$ cat src/rtl/cpu_pkg.sv
`default_nettype none
// ---------------------------------------------------------------------------
// cpu_pkg: shared PC command encodings and RAS overflow policies. Rev 1.0
// ---------------------------------------------------------------------------
package cpu_pkg;

  typedef enum logic [1:0] {
    PC_SEQ  = 2'b00,
    PC_JUMP = 2'b01,
    PC_CALL = 2'b10,
    PC_RET  = 2'b11
  } pc_cmd_e;

  localparam int RAS_OVF_OVERWRITE = 0;
  localparam int RAS_OVF_DISCARD   = 1;

endpackage
`default_nettype wire

$ cat src/rtl/ras_stack.sv
`default_nettype none
// ---------------------------------------------------------------------------
// ras_stack: ring-buffer return-address stack with sticky ovf/unf flags. Rev 1.0
// ---------------------------------------------------------------------------
module ras_stack
  import cpu_pkg::*;
#(
  parameter int AW        = 8,
  parameter int RAS_DEPTH = 4,
  parameter int OVF_MODE  = RAS_OVF_OVERWRITE
) (
  input  logic                           clk,
  input  logic                           rst,
  input  logic                           push,
  input  logic                           pop,
  input  logic                           clear,
  input  logic [AW-1:0]                  push_data,
  output logic [AW-1:0]                  top,
  output logic [$clog2(RAS_DEPTH+1)-1:0] count,
  output logic                           empty,
  output logic                           full,
  output logic                           ovf,
  output logic                           unf
);

  localparam int IW = (RAS_DEPTH > 1) ? $clog2(RAS_DEPTH) : 1;
  localparam int CW = $clog2(RAS_DEPTH + 1);
  localparam logic [IW-1:0] LAST_IDX = IW'(RAS_DEPTH - 1);
  localparam logic [CW-1:0] DEPTH_C  = CW'(RAS_DEPTH);

  logic [AW-1:0] mem [RAS_DEPTH];
  logic [IW-1:0] top_idx;
  logic [IW-1:0] inc_idx;
  logic [IW-1:0] dec_idx;
  logic          do_push;
  logic          do_pop;

  // Explicit wrap so non-power-of-two depths index correctly.
  assign inc_idx = (top_idx == LAST_IDX) ? '0 : top_idx + 1'b1;
  assign dec_idx = (top_idx == '0) ? LAST_IDX : top_idx - 1'b1;

  assign empty   = (count == '0);
  assign full    = (count == DEPTH_C);
  assign do_push = push && !(full && (OVF_MODE == RAS_OVF_DISCARD));
  assign do_pop  = pop && !empty;
  assign top     = empty ? '0 : mem[top_idx];

  // When full, the slot after the top is the oldest, so a ring push overwrites it.
  always_ff @(negedge clk or posedge rst) begin
    if (rst) begin
      top_idx <= '0;
      count   <= '0;
      ovf     <= 1'b0;
      unf     <= 1'b0;
    end else if (clear) begin
      count <= '0;
    end else begin
      if (push && full) ovf <= 1'b1;
      if (pop && empty) unf <= 1'b1;
      if (do_push) begin
        top_idx <= inc_idx;
        if (!full) count <= count + 1'b1;
      end else if (do_pop) begin
        top_idx <= dec_idx;
        count   <= count - 1'b1;
      end
    end
  end

  always_ff @(negedge clk) begin
    if (!clear && do_push) mem[inc_idx] <= push_data;
  end

endmodule
`default_nettype wire

$ cat src/rtl/pc_ras_unit.sv
`default_nettype none
// ---------------------------------------------------------------------------
// pc_ras_unit: fetch-stage PC register, next-PC priority mux and RAS. Rev 1.0
// ---------------------------------------------------------------------------
module pc_ras_unit
  import cpu_pkg::*;
#(
  parameter int            AW        = 8,
  parameter int            RAS_DEPTH = 4,
  parameter int            OVF_MODE  = RAS_OVF_OVERWRITE,
  parameter logic [AW-1:0] RESET_VEC = '0
) (
  input  logic                           clk,
  input  logic                           rst,
  input  logic                           hold,
  input  logic                           flush,
  input  logic [1:0]                     cmd,
  input  logic                           taken,
  input  logic [AW-1:0]                  target,
  output logic [AW-1:0]                  pc,
  output logic [AW-1:0]                  ras_top,
  output logic [$clog2(RAS_DEPTH+1)-1:0] ras_count,
  output logic                           ras_empty,
  output logic                           ras_full,
  output logic                           ras_ovf,
  output logic                           ras_unf
);

  logic [AW-1:0] pc_inc;
  logic [AW-1:0] pc_next;
  logic          push;
  logic          pop;
  logic          clear;

  assign pc_inc = pc + 1'b1;

  // flush beats hold, hold beats the command.
  always_comb begin
    pc_next = pc;
    push    = 1'b0;
    pop     = 1'b0;
    clear   = 1'b0;
    if (flush) begin
      pc_next = target;
      clear   = 1'b1;
    end else if (!hold) begin
      case (pc_cmd_e'(cmd))
        PC_SEQ:  pc_next = pc_inc;
        PC_JUMP: pc_next = taken ? target : pc_inc;
        PC_CALL: begin
          pc_next = target;
          push    = 1'b1;
        end
        PC_RET: begin
          pop     = 1'b1;
          pc_next = ras_empty ? pc_inc : ras_top;
        end
        default: pc_next = pc_inc;
      endcase
    end
  end

  always_ff @(negedge clk or posedge rst) begin
    if (rst) pc <= RESET_VEC;
    else     pc <= pc_next;
  end

  ras_stack #(
    .AW       (AW),
    .RAS_DEPTH(RAS_DEPTH),
    .OVF_MODE (OVF_MODE)
  ) u_ras (
    .clk      (clk),
    .rst      (rst),
    .push     (push),
    .pop      (pop),
    .clear    (clear),
    .push_data(pc_inc),
    .top      (ras_top),
    .count    (ras_count),
    .empty    (ras_empty),
    .full     (ras_full),
    .ovf      (ras_ovf),
    .unf      (ras_unf)
  );

endmodule
`default_nettype wire

$ cat config.mk
export PLATFORM = sky130hd
export DESIGN_NAME = pc_ras_unit
export DESIGN_NICKNAME = d
export VERILOG_FILES = /design/src/rtl/cpu_pkg.sv /design/src/rtl/ras_stack.sv /design/src/rtl/pc_ras_unit.sv
export SDC_FILE = /design/constraint.sdc
export NUM_CORES = 1
export LEC_CHECK = 0
export CORE_MARGIN = 3
export CORE_UTILIZATION = 56
export DETAILED_ROUTE_END_ITERATION = 16
export DONT_BUFFER_PORTS = 1
export PLACE_DENSITY = 0.74
export SYNTH_ARGS = -nofsm -noshare
export SYNTH_HDL_FRONTEND = slang
export SYNTH_HIERARCHICAL = 1
export SYNTH_SLANG_ARGS = --single-unit
$ cat constraint.sdc
create_clock -name clk -period 2.12 [get_ports clk]
set_input_delay 0.424 -clock clk [delete_from_list [all_inputs] [get_ports clk]]
set_output_delay 0.424 -clock clk [all_outputs]
set_load 0.01 [all_outputs]
; ---- Word-level counts from Yosys, hierarchy flattened
; Memories as Yosys holds them, arrays and structs flattened.
; Index checks and enable logic that the tools add are counted.
[classes]
reduce_logical = 15
n_mux = 23
order_cmp = 0
mul = 0
eq_ne = 7
n_shift = 0
div = 0
n_bitwise = 1
n_addsub = 5
[ops]
columns = cell, n
row1 = 8-bit two-way mux, 5
row2 = 8-bit case mux with 4 select lines, 1
row3 = 3-bit two-way mux, 4
row4 = 1-bit two-way mux, 9
row5 = "8-bit by 1-bit adder with 8-bit output, second input constant", 1
row6 = 2-bit two-way mux, 4
row7 = 2-bit AND reduction, 4
row8 = "2-bit equality test, second input constant", 3
row9 = 1-bit logical AND, 4
row10 = 2-bit zero test, 2
row11 = "3-bit by 1-bit adder with 3-bit output, second input constant", 1
row12 = "3-bit equality test, second input constant", 1
row13 = 3-bit zero test, 1
row14 = "3-bit by 2-bit inequality test with 1-bit output, second input constant", 1
row15 = 3-bit nonzero test, 1
row16 = "3-bit by 1-bit subtractor with 3-bit output, second input constant", 1
row17 = "2-bit by 1-bit adder with 2-bit output, second input constant", 1
row18 = "2-bit by 1-bit equality test with 1-bit output, second input constant", 1
row19 = 1-bit zero test, 2
row20 = "2-bit by 1-bit inequality test with 1-bit output, second input constant", 1
row21 = 2-bit nonzero test, 1
row22 = "2-bit by 1-bit subtractor with 2-bit output, second input constant", 1
row23 = 1-bit NOT, 1
[word_totals]
input_bits = 15
word_cells = 57
latchBits = 0
n_memories = 1
ram_bits = 32
output_inout_bits = 23
regBits = 15
mem_bits_ro = 0
[mem_list]
columns = name, depth, width, read_ports, rd_clocked_by_memory_dff, wr, line
row1 = u_ras.mem, 4, 8, 1, 0, 1, ras_stack.sv:31  ; logic [AW-1:0] mem [RAS_DEPTH];

; ---- Logic depth before layout (Yosys ltp)
[depth]
depth_word = 8
ltp_mapped = 8
mapped_depth_nobuf = 6

; ---- Modules after synthesis
; Netlist, hierarchy kept.
[by_module_without_submodules]
columns = module, instances, area_each_um2, cells_per_inst, seq_area_each_um2
row1 = ras_stack, 1, 1742.9, 107, 1136.1
row2 = pc_ras_unit, 1, 691.9, 91, 200.2

==> out/results.txt <==
The flow ran to the end, but the final reports show violations. The final reports fail on negative setup slack. Compared with the post-synthesis result, the final layout area differs by 32.8%. The logs give 0.549 for the share of synthesized area occupied by flip-flops and latches and 380 ps for the source-to-sink clock delay at the later pin of the worst-skew pair. The logs give 1939 for the via count of the first global-routing pass and 70.6 ps for the worst setup skew after layout. The worst hold path belongs to the class register to register.

The logs give 47 for the count of distinct cell types in the synthesized netlist and 6.07 mm for the total wirelength of the detailed-routed design. The tools report the tightest slew margin relative to the limit as 0.667. The nature of the critical path endpoint was an output port. The layout has 262 filler cells. Among all flip-flop cells after synthesis, the most frequent one is edfxtp_1. The total count of hold-check failures in the final report is 0, and the area of the mapped netlist is 0.00243 mm². The run gives 0.245 as the global-route total usage across every layer.

The detailed-route vias per instance was 6.01. At the worst endpoint, the required time is 1700 ps. The total half-perimeter wirelength after legalization and detailed placement is 4.21 mm, and the quantity of I/O buffers inserted on ports is 0. The instance count of the mapped netlist is 198, and the transition at the pin with the smallest max-transition slack is 496 ps. In this run the worst setup path terminates at ras_top[6]. Setup repair after global routing could not meet its margin everywhere. In this run the power density over the cells is 766 mW/mm². The floorplan step set the die height to 71.9 µm. Across all layers, the routed design uses 1918 vias. The H-tree generated during clock tree synthesis spans 2 levels. Along the worst path, the maximum fanout reaches 9. The max capacitance violation total is 0.

The first global-routing pass estimated 9.45 mm of wire. 0 antenna diodes ended up in the layout. In this run the remaining antenna-violating nets after routing total 0. After floorplanning, the core was sized to cover 0.00409 mm². The setup slack of the most critical reg-to-reg path came out at 80 ps.

After clock tree synthesis, the clock-pin slew on the worst setup and hold paths is 70 ps. The share of layout cells above drive strength 1 is 0.338. The total die area is 0.00518 mm², and the total I/O pin count is 38. Number of antenna violations at the first check in global routing: 0. The cell sitting at the root of the clock tree is a clkbuf_8. The initial core utilization came out at 0.596.

The pin count of the biggest net entering global routing was 29; the smallest setup slack after layout was -944 ps. The worst setup path is launched from a register. Sum of internal, switching and leakage power: 0.00248 W. The final sum of negative setup slack came out at -18140 ps.

In the final design database the tool counted 291 nets. In this run, synthesis inferred 32 flip-flops with an integrated enable. Iteration count of the initial detailed-routing pass: 4. Dividing the detail-routed wire length by the instance count gives 19.0 µm.

In this run the worst setup path begins at u_ras/top_idx[0]. Clock tree synthesis found a total of 47 sinks. The total global routing overflow is 0. The run gives 0.791 as the core occupancy in the finished layout. The synthesized area per cell works out to 12.3 µm².

The count of state elements after synthesis was 47; the number of cells on the worst reg-to-reg path was 7. The total number of placement rows was 23. The critical path in this run is classified as register to output port.

Hold repair after CTS inserted 0 buffers. The endpoint identified for the worst register-to-register timing path is pc[2]. In this run the static leakage power is 1.43 nW.

The startpoint identified for the worst register-to-register timing path is u_ras/top_idx[0]. The async set or reset register ratio after synthesis works out to 0.319. The tools report the final setup violation count as 60. After detailed routing, the number of remaining DRC violations is 0. The final RePlAce weighted congestion was 0.857; the initial detailed-routing violation count was 149.

For the number of buffers inserted during clock tree synthesis, the log shows 5. Measured along the x axis, the die boundary spans 71.9 µm. For this run, the number of Yosys warnings is 6.

For the worst setup path, the data arrival time is 2640 ps. IR analysis of the VDD net gives a maximum drop of 0.560 mV. Counting every net in the synthesized netlist gives 221. The maximum clock path buffer count is 2.

The tools report the number of pins with negative max-slew slack in the final report as 0. TritonCTS built the clock tree.
[cells in the mapped netlist, types with 6 or more instances]
master,number,area (µm²)
a22oi_1,7,52.6
ha_1,7,87.6
dfrtn_1,15,375
mux4_2,8,180
nor2b_1,11,68.8
nand2_1,15,56.3
a21oi_1,6,30.0
nor2_1,10,37.5
edfxtp_1,32,961
o21ai_0,8,40.0
inv_1,13,48.8
[layout make-up]
type                            count  area [µm²]  share of cell area
Clock buffer                        6        72.6              0.0224
Clock inverter                     34         140              0.0433
Inverter                           12        45.0              0.0139
Multi-Input combinational cell    129        1190               0.369
Sequential cell                    47        1340               0.413
Tap cell                           50        62.6              0.0193
Timing Repair Buffer               41         383               0.118
[cell families (layout without fill, tap and decap cells)]
logic type,after synthesis,after routing,synth area share
fa+ha+maj,8,8,0.0442
flops,47,47,0.549
mux,9,9,0.0781
xor+xnor,8,8,0.0288
simple gates,63,63,0.142
buf+inv,22,93,0.0396
compound gates,41,41,0.119
[what timing repair did]
| item | CTS | global route |
|---|---|---|
| hold endpoints to repair | 0 | 0 |
| buffers inserted | 3 | 4 |
| endpoints found under the setup margin | 63 | 66 |
| resized for setup | 13 | 8 |
| pin swaps | 12 | 9 |
[metrics by stage]
step | instance area (µm²) | worst slack (ps) | hold WS [ps] | std cells
3_5_place_dp | 2880 | -623 | 475 | 273
6_report | 3230 | -944 | 475 | 319
3_3_place_gp | 2880 | -583 | 474 | 273
5_1_grt | 3230 | -998 | 514 | 319
4_1_cts | 3170 | -966 | 479 | 315
2_1_floorplan | 2620 | -675 | 454 | 198
[registers in the layout (all words and copies together), names as in the netlist]
| signal | flops |
|---|---|
| u_ras/mem | 32 |
| pc | 8 |
| u_ras/count | 3 |
| u_ras/top_idx | 2 |
| u_ras/ovf | 1 |
| u_ras/unf | 1 |
[worst min-delay path by stage]
| stage | start | end | slack [ps] | cells after the start |
|---|---|---|---|---|
| 3_5_place_dp | u_ras/ovf | u_ras/ovf | 480 | 1 |
| 3_3_place_gp | u_ras/ovf | u_ras/ovf | 470 | 1 |
| 5_1_grt | u_ras/ovf | u_ras/ovf | 510 | 1 |
| 2_1_floorplan | u_ras/ovf | u_ras/ovf | 450 | 1 |
| 4_1_cts | u_ras/ovf | u_ras/ovf | 480 | 1 |
| 6_report | u_ras/ovf | u_ras/ovf | 480 | 1 |
[critical path: stages, from the launching register on]
cell     delay, ps
dfrtn_1        450
buf_12         150
mux4_2         510
nor2b_4        160
[layout by cell type, fill, tap and decap left out, types with 7 or more instances in the layout]
cell and n:
inv_1 44, edfxtp_1 32, buf_4 29, dfrtn_1 15
nand2_1 14, nor2b_4 9, buf_6 8, mux4_2 8
nor2_1 7, ha_1 7
[report_power, final]
group	internal, W	switching, W	leakage, nW
clock network	0.000325	0.000474	0.218
logic	0.000304	0.000269	0.736
registers	0.00106	0.0000438	0.471
total	0.00169	0.000788	1.43
[routing by layer]
metal  track usage  part of all wire
met4         0.109             0.019
met5             0                 0
met1         0.306              0.39
met2         0.400              0.52
met3        0.0679             0.072
Note: power is estimated with default switching activity, not from simulation.
